## config.mk

```make
export PLATFORM = sky130hd
export DESIGN_NAME = evt_scheduler
export DESIGN_NICKNAME = d
export VERILOG_FILES = /design/src/rtl/evt_scheduler_pkg.sv /design/src/rtl/evt_channel.sv /design/src/rtl/evt_scheduler.sv
export SDC_FILE = /design/constraint.sdc
export NUM_CORES = 1
export LEC_CHECK = 0
export CORE_MARGIN = 5
export CORE_UTILIZATION = 32
export DETAILED_ROUTE_END_ITERATION = 10
export HOLD_SLACK_MARGIN = 0.12
export REMOVE_ABC_BUFFERS = 1
export SLEW_MARGIN = 20
export SYNTH_ARGS = -nofsm -noshare
export SYNTH_HDL_FRONTEND = slang
export SYNTH_SLANG_ARGS = --single-unit
```

## constraint.sdc

```tcl
create_clock -name clk -period 2.9 [get_ports clk]
set_input_delay 0.58 -clock clk [delete_from_list [all_inputs] [get_ports clk]]
set_output_delay 0.58 -clock clk [all_outputs]
set_load 0.03 [all_outputs]
```

## src/rtl/evt_scheduler_pkg.sv

```systemverilog
// rtl/evt_scheduler_pkg.sv - shared constants and types for the event scheduler
package evt_scheduler_pkg;

   typedef enum logic {
      LOAD_IMM = 1'b0,
      LOAD_DEF = 1'b1
   } load_mode_e;

   // All-ones compare value marks a channel as disarmed; supports widths up to 64.
   function automatic logic [63:0] disarmed(input int tw);
      return (tw >= 64) ? 64'hFFFF_FFFF_FFFF_FFFF : ((64'd1 << tw) - 64'd1);
   endfunction

endpackage

```

## src/rtl/evt_channel.sv

```systemverilog
// rtl/evt_channel.sv - one compare channel: active/shadow registers, pulse timer, sticky flag
module evt_channel
   import evt_scheduler_pkg::*;
#(
   parameter int TW      = 32,
   parameter int PULSE_W = 14
)(
   input  logic          clk,
   input  logic          rst_n,
   input  logic [TW-1:0] time_now_i,
   input  logic          ld_act_i,
   input  logic          ld_shd_i,
   input  logic [TW-1:0] ld_val_i,
   input  logic          commit_i,
   input  logic          flag_clr_i,
   output logic          pulse_o,
   output logic          start_o,
   output logic          flag_o
);
   localparam int CW = $clog2(PULSE_W + 1);
   localparam logic [TW-1:0] DISARMED = TW'(disarmed(TW));

   logic [TW-1:0] active_q, active_d, shadow_q, shadow_d;
   logic [CW-1:0] cnt_q, cnt_d;
   logic          start_q, flag_q, flag_d;
   logic          match, fire;

   assign match = (active_q == time_now_i) && (active_q != '0) &&
                  (active_q != DISARMED) && (cnt_q == '0);
   // An immediate load landing on a matching cycle replaces the compare value instead of firing.
   assign fire  = match && !ld_act_i;

   always_comb begin
      active_d = active_q;
      shadow_d = shadow_q;
      cnt_d    = cnt_q;
      flag_d   = flag_q;
      if (fire)     active_d = DISARMED;
      if (commit_i) begin
         active_d = shadow_q;
         shadow_d = DISARMED;
      end
      if (ld_act_i) active_d = ld_val_i;
      if (ld_shd_i) shadow_d = ld_val_i;
      if (fire)               cnt_d = CW'(PULSE_W);
      else if (cnt_q != '0)   cnt_d = cnt_q - 1'b1;
      if (start_q)            flag_d = 1'b1;
      else if (flag_clr_i)    flag_d = 1'b0;
   end

   always_ff @(posedge clk or negedge rst_n) begin
      if (!rst_n) begin
         active_q <= DISARMED;
         shadow_q <= DISARMED;
         cnt_q    <= '0;
         start_q  <= 1'b0;
         flag_q   <= 1'b0;
      end else begin
         active_q <= active_d;
         shadow_q <= shadow_d;
         cnt_q    <= cnt_d;
         start_q  <= fire;
         flag_q   <= flag_d;
      end
   end

   assign pulse_o = (cnt_q != '0);
   assign start_o = start_q;
   assign flag_o  = flag_q;

endmodule

```

## src/rtl/evt_scheduler.sv

```systemverilog
// rtl/evt_scheduler.sv - microsecond time base with one-shot compare channels and interval tracking
module evt_scheduler
   import evt_scheduler_pkg::*;
#(
   parameter int N_CH      = 8,
   parameter int TW        = 32,
   parameter int PULSE_W   = 14,
   parameter int RST_HOLD  = 20,
   parameter int COMMIT_CH = 0
)(
   input  logic               clk,
   input  logic               rst_n,
   input  logic               tick_1us,
   input  logic               sync_in,
   input  logic               load_stb,
   input  logic               load_mode,
   input  logic [N_CH-1:0]    load_en,
   input  logic [N_CH*TW-1:0] load_time,
   input  logic [N_CH-1:0]    flag_clr,
   input  logic               err_clr,
   output logic [TW-1:0]      time_now,
   output logic               time_rst,
   output logic [N_CH-1:0]    ev_pulse,
   output logic [N_CH-1:0]    ev_flag,
   output logic               flag_parity,
   output logic [N_CH/2-1:0]  interval,
   output logic               overlap_err
);
   localparam int HW = $clog2(RST_HOLD + 1);
   localparam int NP = N_CH / 2;

   logic [1:0]    tick_sync_q, sync_sync_q;
   logic          tick_dly_q, sync_dly_q, tick_edge, sync_edge;
   logic [TW-1:0] time_q, time_d;
   logic          trst_q, trst_d;
   logic [HW-1:0] hold_q, hold_d;
   logic [N_CH-1:0] ch_start;
   logic [NP-1:0] interval_q, interval_d;
   logic          err_q, err_d, err_set, parity_q;
   logic          load_imm, load_def;

   assign tick_edge = tick_sync_q[1] & ~tick_dly_q;
   assign sync_edge = sync_sync_q[1] & ~sync_dly_q;

   always_comb begin
      time_d = time_q;
      trst_d = trst_q;
      hold_d = hold_q;
      if (sync_edge) begin
         time_d = '0;
         trst_d = 1'b1;
         hold_d = '0;
      end else if (tick_edge) begin
         time_d = time_q + 1'b1;
         if (trst_q) begin
            hold_d = hold_q + 1'b1;
            if (hold_q == HW'(RST_HOLD - 1)) trst_d = 1'b0;
         end
      end
   end

   assign load_imm = load_stb && (load_mode_e'(load_mode) == LOAD_IMM);
   assign load_def = load_stb && (load_mode_e'(load_mode) == LOAD_DEF);

   for (genvar k = 0; k < N_CH; k++) begin : g_ch
      evt_channel #(.TW(TW), .PULSE_W(PULSE_W)) u_ch (
         .clk        (clk),
         .rst_n      (rst_n),
         .time_now_i (time_q),
         .ld_act_i   (load_imm && load_en[k]),
         .ld_shd_i   (load_def && load_en[k]),
         .ld_val_i   (load_time[k*TW +: TW]),
         .commit_i   (ch_start[COMMIT_CH]),
         .flag_clr_i (flag_clr[k]),
         .pulse_o    (ev_pulse[k]),
         .start_o    (ch_start[k]),
         .flag_o     (ev_flag[k])
      );
   end

   // Even channel opens its pair's interval, odd channel closes it; close wins.
   always_comb begin
      interval_d = interval_q;
      err_set    = 1'b0;
      for (int p = 0; p < NP; p++) begin
         if (ch_start[2*p+1])    interval_d[p] = 1'b0;
         else if (ch_start[2*p]) interval_d[p] = 1'b1;
         for (int q = 0; q < NP; q++) begin
            if (ch_start[2*p] && (q != p) && interval_q[q]) err_set = 1'b1;
         end
      end
      err_d = err_set ? 1'b1 : (err_clr ? 1'b0 : err_q);
   end

   always_ff @(posedge clk or negedge rst_n) begin
      if (!rst_n) begin
         tick_sync_q <= '0;
         sync_sync_q <= '0;
         tick_dly_q  <= 1'b0;
         sync_dly_q  <= 1'b0;
         time_q      <= '0;
         trst_q      <= 1'b0;
         hold_q      <= '0;
         interval_q  <= '0;
         err_q       <= 1'b0;
         parity_q    <= 1'b0;
      end else begin
         tick_sync_q <= {tick_sync_q[0], tick_1us};
         sync_sync_q <= {sync_sync_q[0], sync_in};
         tick_dly_q  <= tick_sync_q[1];
         sync_dly_q  <= sync_sync_q[1];
         time_q      <= time_d;
         trst_q      <= trst_d;
         hold_q      <= hold_d;
         interval_q  <= interval_d;
         err_q       <= err_d;
         parity_q    <= ^ev_flag;
      end
   end

   assign time_now    = time_q;
   assign time_rst    = trst_q;
   assign interval    = interval_q;
   assign overlap_err = err_q;
   assign flag_parity = parity_q;

endmodule

```

==> results.py, run 1 <==
metrics = {
    "layout": {
        "final_cell_mix": "dfstp_2, clkdlybuf4s50_1, nor2_1",
        "final_common_cell": "dfstp_2",
        "drive_gt1_frac": 0.311,
        "fin_nets": 3668,
        "area_growth_syn_to_layout_pct": 24.8,
    },
    "setup_path": {
        "slowest_stage": "clkdlybuf4s50_1",
        "crit_chain": "buf_12 > buf_4 > clkdlybuf4s50_1",
        "r2r-start": "time_now[12]",
        "path_delay_family": "buffers and inverters",
        "crit_arrival_ns": 2.22,
        "start_kind": "register",
        "cp_slowest_stage_delay_ns": 0.69,
        "worst_setup_path_end_kind": "primary output",
        "critPathBufInv": 3,
        "cp-startpoint": "time_now[2]",
        "cp_max_fo": 10,
        "crit_type": "reg2out",
        "crit_required_ns": 2.32,
    },
    "drt": {
        "vias": 25611,
        "routed_via_density": 5.42,
        "ant_nets": 0,
        "drt_wl_total_mm": 109,
        "drt_pre_antenna_iters": 6,
        "drc": 0,
        "wire_per_inst_microns": 23.1,
        "drt_iter0_drc": 2543,
    },
    "cts": {
        "cts-root-buf": "clkbuf_16",
        "cts_setup_buffers": 0,
        "cts_buffers": 75,
        "cts.sinks": 610,
        "cts_max_level": 3,
        "clk_pin_slew_ns": 0.05,
        "tritoncts": "done",
        "clockBufferDepth": 3,
        "clock_latency_ns": 0.63,
    },
    "pwr": {
        "finalPower_mw": 25.7,
        "ir_drop_uv": 375,
        "power.density_mw_per_mm2": 648,
        "p_leak_nw": 14.3,
    },
    "min_path": {
        "hold_start": "sync_sync_q[0]",
        "hp-class": "reg2reg",
    },
    "sta": {
        "relSlewSlack": 0.430,
        "period_share": 0.966,
        "max_freq_mhz": 357,
        "hold_viol_final": 0,
        "final.min_clock_period_ns": 2.80,
        "slew_viol_final": 0,
        "rsz0062_at_grt": "no",
        "setup_viol": 0,
        "fin_skew_ns": 0.0201,
        "setup_ws_ns": 0.100,
        "worst_pin_slew_ns": 0.847,
    },
    "logic_synthesis": {
        "syn_inst": 3070,
        "ys_warn_count": 0,
        "synth_cell_types": 55,
        "seq_area_frac_synth": 0.500,
        "async_flop_share": 1.00,
        "syn_area_sq_mm": 0.0318,
        "yosys_register_bits": 610,
        "synth_enable_flop_cells": 0,
        "avgSynthCellArea_sq_um": 10.4,
        "synth_ff_type": "dfstp_2",
    },
    "floorplanning": {
        "dieArea_sq_mm": 0.106,
        "die_y_microns": 325,
        "initial_utilization": 0.323,
        "die_w_microns": 325,
        "core-area_sq_mm": 0.0986,
        "fp-row-count": 115,
        "io_pins": 334,
    },
    "run_status": {
        "status": "complete, no violations",
    },
    "placement": {
        "dp_slack_ns": -0.157,
        "dp_hpwl_mm": 77.1,
        "port_buffers": 333,
        "gp_congestion": 0.916,
    },
    "grt": {
        "grt_start_max_net_pins": 102,
        "antenna_found_initial": 15,
        "grt_pass1_vias": 24980,
        "grt_overflow": 0,
        "grt_pass1_wl_mm": 163,
        "grtUsageTotal": 0.200,
    },
    "job": {
        "cap_violations": 0,
    },
}
==> path summary, 6_finish.rpt <==
path	slack (ns)	to	cells past startpoint
max	0.10	time_now[2]	3
min	0.35	sync_sync_q[1]	0
max reg2reg	0.19	g_ch[4].u_ch.active_q[3]	8
min reg2reg	0.35	sync_sync_q[1]	0
max in group asynchronous	1.42	g_ch[0].u_ch.shadow_q[17]	3
min in group asynchronous	0.60	time_now[25]	2
==> flip-flops by register name (all words and copies together) (netlist names) <==
| name | cells |
|---|---|
| g_ch.u_ch.active_q | 256 |
| tick_sync_q | 2 |
| g_ch.u_ch.start_o | 8 |
| sync_sync_q | 2 |
| g_ch.u_ch.flag_o | 8 |
| tick_dly_q | 1 |
| g_ch.u_ch.shadow_q | 256 |
| hold_q | 5 |
| interval | 4 |
| time_rst | 1 |
| time_now | 32 |
| overlap_err | 1 |
| flag_parity | 1 |
| g_ch.u_ch.cnt_q | 32 |
| sync_dly_q | 1 |
==> layout make-up <==
| class | instances | area [sq um] |
|---|---|---|
| Fill cell | 9437 | 58800 |
| Timing Repair Buffer | 493 | 5140 |
| Inverter | 40 | 150 |
| Clock inverter | 19 | 220 |
| Clock buffer | 114 | 2240 |
| Sequential cell | 610 | 15900 |
| Multi-Input combinational cell | 2159 | 14400 |
| Tap cell | 1287 | 1610 |
| Antenna cell | 6 | 15.0 |
==> power by group <==
| part | total (mW) | switching (mW) | leakage, nW | internal (mW) |
|---|---|---|---|---|
| combinational | 4.25 | 2.00 | 6.36 | 2.24 |
| sequential | 12.1 | 1.33 | 6.72 | 10.7 |
| clock | 9.42 | 3.73 | 1.21 | 5.69 |
==> logic make-up after synthesis <==
group | count (synthesis) | synth area share
buffers and inverters | 301 | 0.0479
DFF | 610 | 0.500
and+or+nand+nor | 1267 | 0.215
AOI/OAI and AO/OA | 577 | 0.149
muxes | 10 | 0.00318
adders and majority gates | 10 | 0.00393
xor gates and xnor gates | 295 | 0.0814
==> cells in the mapped netlist (3+ instances only) <==
cell type,count,share of area
o31ai_1,3,0.00071
nor3_1,18,0.0028
nand4_1,183,0.036
xor2_1,63,0.017
dfstp_2,512,0.42
xnor2_1,231,0.064
a211o_1,9,0.0025
nor2_1,311,0.037
buf_4,29,0.0068
or3_1,19,0.0037
nand2_1,285,0.034
and2_1,3,0.00059
buf_2,22,0.0035
or4_4,4,0.0014
inv_1,40,0.0047
dfrtp_1,98,0.077
nand3_1,22,0.0035
a2111oi_4,5,0.0043
o21ai_0,261,0.041
nor4_1,98,0.019
nand2b_1,9,0.0018
mux2i_1,9,0.0028
buf_8,7,0.0033
o2111ai_1,12,0.0033
a211oi_1,7,0.0017
o221a_1,16,0.0057
clkbuf_1,177,0.021
ha_1,10,0.0039
o221a_2,240,0.085
nor3b_1,4,0.00094
and4_1,8,0.0022
a21o_1,8,0.0019
nand3b_1,275,0.065
and3_1,11,0.0022
buf_6,24,0.0085
a21oi_1,11,0.0017
nor3b_2,4,0.0016
==> metal layers <==
metal | up-vias | GRT usage | routed length [microns]
li1 | 11828 | - | -
met1 | 12664 | 0.277 | 48900
met2 | 890 | 0.309 | 48600
met3 | 219 | 0.0464 | 7870
met4 | 10 | 0.0683 | 3890
met5 | - | 0 | 73
==> repair_timing <==
| item | CTS | global route |
|---|---|---|
| resized for setup | 9 | 2 |
| hold buffers | 1 | 0 |
| endpoints found under the hold margin | 12 | 0 |
| setup endpoints to repair | 9 | 2 |
==> metrics by stage <==
stage	hold WS (ns)	instance area, sq um	instances	setup TNS [ns]	utilization
detailed placement	0.337	37200	4588	-14.37	0.378
global placement	0.335	37200	4588	-10.19	0.378
CTS	0.356	39700	4722	0	0.403
global route	0.375	39700	4724	0	0.403
floorplan	0.284	30500	2809	-3113.18	-
finish	0.351	39700	4728	0	0.403
Power figures use the tool's default switching activity.
==> run 2, diff against run 1 <==
--- a/config.mk
+++ b/config.mk
@@ -8,6 +8,7 @@
 export CORE_MARGIN = 5
 export CORE_UTILIZATION = 32
 export DETAILED_ROUTE_END_ITERATION = 10
+export GPL_ROUTABILITY_DRIVEN = 0
 export HOLD_SLACK_MARGIN = 0.12
 export REMOVE_ABC_BUFFERS = 1
 export SLEW_MARGIN = 20
==> run 2 against run 1 <==
  * Critical path depth down 1
  * Register-to-register slack got worse by 0.03 ns
  * Via count is 0.28% lower
  * Sequential cell count did not move
  * Clock power rose by 2.4%
  * Critical endpoint is now time_now[24]
==> results.py, run 2 (same netlist as run 1, synthesis figures left out) <==
metrics = {
    "drt": {
        "route.met2.wl_mm": 48.7,
        "routed_via_density": 5.41,
        "drt_wl_total_mm": 110,
        "drt-met1-wl_mm": 48.8,
        "drc": 0,
        "ant_nets": 0,
        "wire_per_inst_microns": 23.2,
        "vias": 25540,
        "met3RoutedLength_mm": 8.25,
        "routed.top_layer": "met5",
        "drt_iter0_drc": 2352,
        "drt_pre_antenna_iters": 5,
    },
    "layout": {
        "final_cell_area_sq_mm": 0.0398,
        "multi_input_area_sq_mm": 0.0144,
        "largestRegisters": "g_ch.u_ch.active_q (256), g_ch.u_ch.shadow_q (256)",
        "fin_nets": 3665,
        "drive_gt1_frac": 0.313,
        "final_cell_mix": "dfstp_2, clkdlybuf4s50_1, nor2_1",
        "seq_area_sq_mm": 0.0159,
        "final_common_cell": "dfstp_2",
        "fillers": 9483,
        "area_growth_syn_to_layout_pct": 25.1,
    },
    "sta": {
        "hold_viol_final": 0,
        "final.min_clock_period_ns": 2.84,
        "timing.hold.ws_ns": 0.358,
        "max_freq_mhz": 352,
        "slew_viol_final": 0,
        "fin_skew_ns": 0.0230,
        "worst_pin_slew_ns": 0.744,
        "relSlewSlack": 0.504,
        "period_share": 0.980,
        "setup_tns_ns": 0,
        "rsz0062_at_grt": "no",
        "setup_ws_ns": 0.0583,
        "setup_viol": 0,
    },
    "cts": {
        "clk_pin_slew_ns": 0.06,
        "cts_buffers": 75,
        "cts-root-buf": "clkbuf_16",
        "tritoncts": "done",
        "clock_latency_ns": 0.63,
        "cts.sinks": 610,
        "cts_max_level": 3,
        "clockBufferDepth": 3,
    },
    "setup_path": {
        "crit_arrival_ns": 2.26,
        "crit_type": "reg2out",
        "crit_required_ns": 2.32,
        "worst_setup_path_end_kind": "primary output",
        "cp_max_fo": 5,
        "start_kind": "register",
    },
    "grt": {
        "grt_pass1_wl_mm": 163,
        "antenna_found_initial": 10,
        "grt_pass1_vias": 24830,
        "grt_overflow": 0,
        "grt_start_max_net_pins": 127,
        "grtUsageTotal": 0.200,
    },
    "floorplanning": {
        "fp-row-count": 115,
        "initial_utilization": 0.323,
        "dieArea_sq_mm": 0.106,
        "io_pins": 334,
        "die_w_microns": 325,
        "core-area_sq_mm": 0.0986,
        "die_y_microns": 325,
    },
    "placement": {
        "port_buffers": 333,
        "dp_hpwl_mm": 76.4,
        "dp_slack_ns": -0.165,
        "place_area_sq_mm": 0.0373,
    },
    "pwr": {
        "finalPower_mw": 26.0,
        "ir_drop_uv": 388,
        "power.density_mw_per_mm2": 653,
        "p_leak_nw": 14.3,
    },
    "job": {
        "cap_violations": 0,
    },
    "run_status": {
        "status": "complete, no violations",
    },
    "min_path": {
        "hp-class": "reg2reg",
    },
}
-- run 2: path summary, 6_finish.rpt --
path | startpoint | endpoint | slack [ns] | cells after the start
worst max register to register | time_now[14] | g_ch[2].u_ch.active_q[1] | 0.16 | 8
worst max-delay path | time_now[24] | time_now[24] | 0.06 | 2
worst min register to register | sync_sync_q[0] | sync_sync_q[1] | 0.36 | 0
min in group asynchronous | rst_n | g_ch[4].u_ch.cnt_q[1] | 0.49 | 2
worst min-delay path | sync_sync_q[0] | sync_sync_q[1] | 0.36 | 0
max in group asynchronous | rst_n | g_ch[0].u_ch.shadow_q[17] | 1.48 | 3
-- run 2: repair_timing --
item | CTS | global route
endpoints found under the hold margin | 3 | 0
resized for setup | 10 | 3
buffers inserted | 1 | 0
setup endpoints to repair | 10 | 3
hold buffers | 1 | 0
-- run 2: critical path: stages, from the launching register on --
cell and delay [ns]:
dfrtp_1 0.64, buf_4 0.30, clkdlybuf4s50_1 0.70
-- run 2: metal layers --
layer	track usage	up-vias
met3	0.0506	204
met4	0.0696	4
li1	-	11830
met5	0	-
met2	0.309	927
met1	0.273	12575
-- run 2: metrics by stage --
step                      utilization  cells
final                           0.404   4725
after global routing            0.404   4722
after CTS                       0.404   4721
after detailed placement        0.378   4584
after global placement          0.378   4584
after floorplan                     -   2809
-- run 2: area by class of cell --
class	count	share of cell area
Clock buffer	106	0.0551
Tap cell	1287	0.0404
Inverter	40	0.00377
Sequential cell	610	0.399
Timing Repair Buffer	490	0.130
Multi-Input combinational cell	2159	0.362
Antenna cell	4	0.000251
Clock inverter	29	0.00820
-- run 2: report_power, final --
group	total [mW]	internal, mW	switching (mW)
registers	12.1	10.7	1.33
clock network	9.65	5.82	3.83
logic	4.28	2.27	2.01
==> run 3, diff against run 2 <==
--- a/config.mk
+++ b/config.mk
@@ -5,8 +5,9 @@
 export SDC_FILE = /design/constraint.sdc
 export NUM_CORES = 1
 export LEC_CHECK = 0
-export CORE_MARGIN = 5
+export CORE_MARGIN = 2
 export CORE_UTILIZATION = 32
+export CTS_CLUSTER_SIZE = 8
 export DETAILED_ROUTE_END_ITERATION = 10
 export GPL_ROUTABILITY_DRIVEN = 0
 export HOLD_SLACK_MARGIN = 0.12
==> run 3 against run 2 <==
  * Combinational power about the same
  * Maximum frequency up 1.7%
  * Clock skew down 0.0028 ns
  * Hold slack got worse by 0.20 ns
  * Via count shrank 0.45%
  * Critical endpoint is now time_now[6]
  * Largest cell class unchanged
  * Highest routed layer unchanged
==> results.py, run 3 (same netlist as run 1, synthesis figures left out) <==
metrics = {
    "run_status": {
        "status": "complete, no violations",
    },
    "grt": {
        "grt_start_max_net_pins": 87,
        "grt_pass1_vias": 24798,
        "grtUsageTotal": 0.209,
        "grt_pass1_wl_mm": 162,
        "grt_overflow": 0,
        "antenna_found_initial": 9,
    },
    "sta": {
        "period_share": 0.963,
        "setup_ws_ns": 0.107,
        "fin_skew_ns": 0.0201,
        "rsz0062_at_grt": "yes",
        "relSlewSlack": 0.468,
        "setup_viol": 0,
        "worst_pin_slew_ns": 0.794,
        "hold_viol_final": 0,
        "slew_viol_final": 0,
        "setup_tns_ns": 0,
        "max_freq_mhz": 358,
        "final.min_clock_period_ns": 2.79,
    },
    "drt": {
        "drt_pre_antenna_iters": 6,
        "ant_nets": 0,
        "routed_via_density": 5.39,
        "drt_iter0_drc": 2236,
        "drc": 0,
        "wire_per_inst_microns": 22.9,
        "vias": 25424,
        "drt_wl_total_mm": 108,
    },
    "pwr": {
        "finalPower_mw": 25.6,
        "ir_drop_uv": 353,
        "power.density_mw_per_mm2": 646,
        "p_leak_nw": 14.2,
    },
    "cts": {
        "tritoncts": "done",
        "cts_max_level": 3,
        "clock_latency_ns": 0.65,
        "clk_pin_slew_ns": 0.05,
        "clockBufferDepth": 3,
        "cts-root-buf": "clkbuf_16",
        "cts.sinks": 610,
        "cts_buffers": 87,
    },
    "setup_path": {
        "r2r_cells": 8,
        "cp_max_fo": 4,
        "crit_arrival_ns": 2.21,
        "worst_setup_path_end_kind": "primary output",
        "cp-startpoint": "time_now[6]",
        "crit_type": "reg2out",
        "r2r-start": "time_now[4]",
        "crit_required_ns": 2.32,
        "start_kind": "register",
    },
    "layout": {
        "drive_gt1_frac": 0.304,
        "final_common_cell": "dfstp_2",
        "final_cell_mix": "dfstp_2, clkdlybuf4s50_1, nor2_1",
        "fillers": 9424,
        "area_growth_syn_to_layout_pct": 24.4,
        "largestRegisters": "g_ch.u_ch.active_q (256), g_ch.u_ch.shadow_q (256)",
        "fin_nets": 3679,
        "final_cells": 4713,
    },
    "job": {
        "cap_violations": 0,
    },
    "floorplanning": {
        "die_w_microns": 319,
        "io_pins": 334,
        "die_y_microns": 319,
        "dieArea_sq_mm": 0.102,
        "core-area_sq_mm": 0.0986,
        "initial_utilization": 0.323,
        "fp-row-count": 115,
    },
    "placement": {
        "port_buffers": 333,
        "dp_hpwl_mm": 75.4,
        "dpl.cell_count": 4585,
        "dp_slack_ns": -0.154,
    },
    "min_path": {
        "hp-class": "in2async",
    },
}
run 3: layout make-up:
cell class / instances / area [sq um] / area share
Antenna cell: 5 / 12.5 / 0.000316
Sequential cell: 610 / 15900 / 0.402
Tap cell: 1287 / 1610 / 0.0407
Inverter: 40 / 150 / 0.00379
Multi-Input combinational cell: 2159 / 14500 / 0.365
Clock inverter: 1 / 5.00 / 0.000126
Timing Repair Buffer: 492 / 5100 / 0.129
Clock buffer: 119 / 2350 / 0.0594
run 3: metrics by stage:
step	hold WS, ns	utilization	instance area [sq um]
after detailed placement	0.339	0.377	37200
after CTS	0.158	0.401	39500
after global routing	0.179	0.402	39600
final	0.160	0.402	39600
after global placement	0.340	0.377	37200
after floorplan	0.284	-	30500
run 3: layer usage:
| layer | vias up | wire length, microns | global-route usage | part of all wire |
|---|---|---|---|---|
| met1 | 12436 | 48100 | 0.289 | 0.45 |
| met2 | 930 | 47500 | 0.316 | 0.44 |
| met3 | 231 | 7210 | 0.0419 | 0.067 |
| met4 | 2 | 4940 | 0.0922 | 0.046 |
| li1 | 11825 | - | - | - |
| met5 | - | 10 | 0 | 0.000093 |
run 3: critical path, stage by stage, from the launching register on:
cell,delay [ns]
dfrtp_1,0.62
buf_4,0.26
clkdlybuf4s50_1,0.68
run 3: where the power goes:
group,leakage [nW],switching [mW],internal [mW]
sequential,6.72,1.32,10.8
combinational,6.34,2.00,2.28
clock,1.14,3.69,5.51
total,14.2,7.02,18.5
run 3: final timing paths:
path / to / slack, ns
setup / recovery: time_now[6] / 0.11
setup reg to reg: g_ch[7].u_ch.active_q[26] / 0.26
hold reg to reg: tick_sync_q[1] / 0.35
max in group asynchronous: g_ch[5].u_ch.shadow_q[8] / 2.08
hold / removal: g_ch[2].u_ch.active_q[17] / 0.16
min in group clk: tick_sync_q[1] / 0.35
run 3: timing repair:
item	CTS	global route
setup buffers	0	3
gates resized for setup	13	2
setup endpoints to repair	9	3
hold buffers	0	0
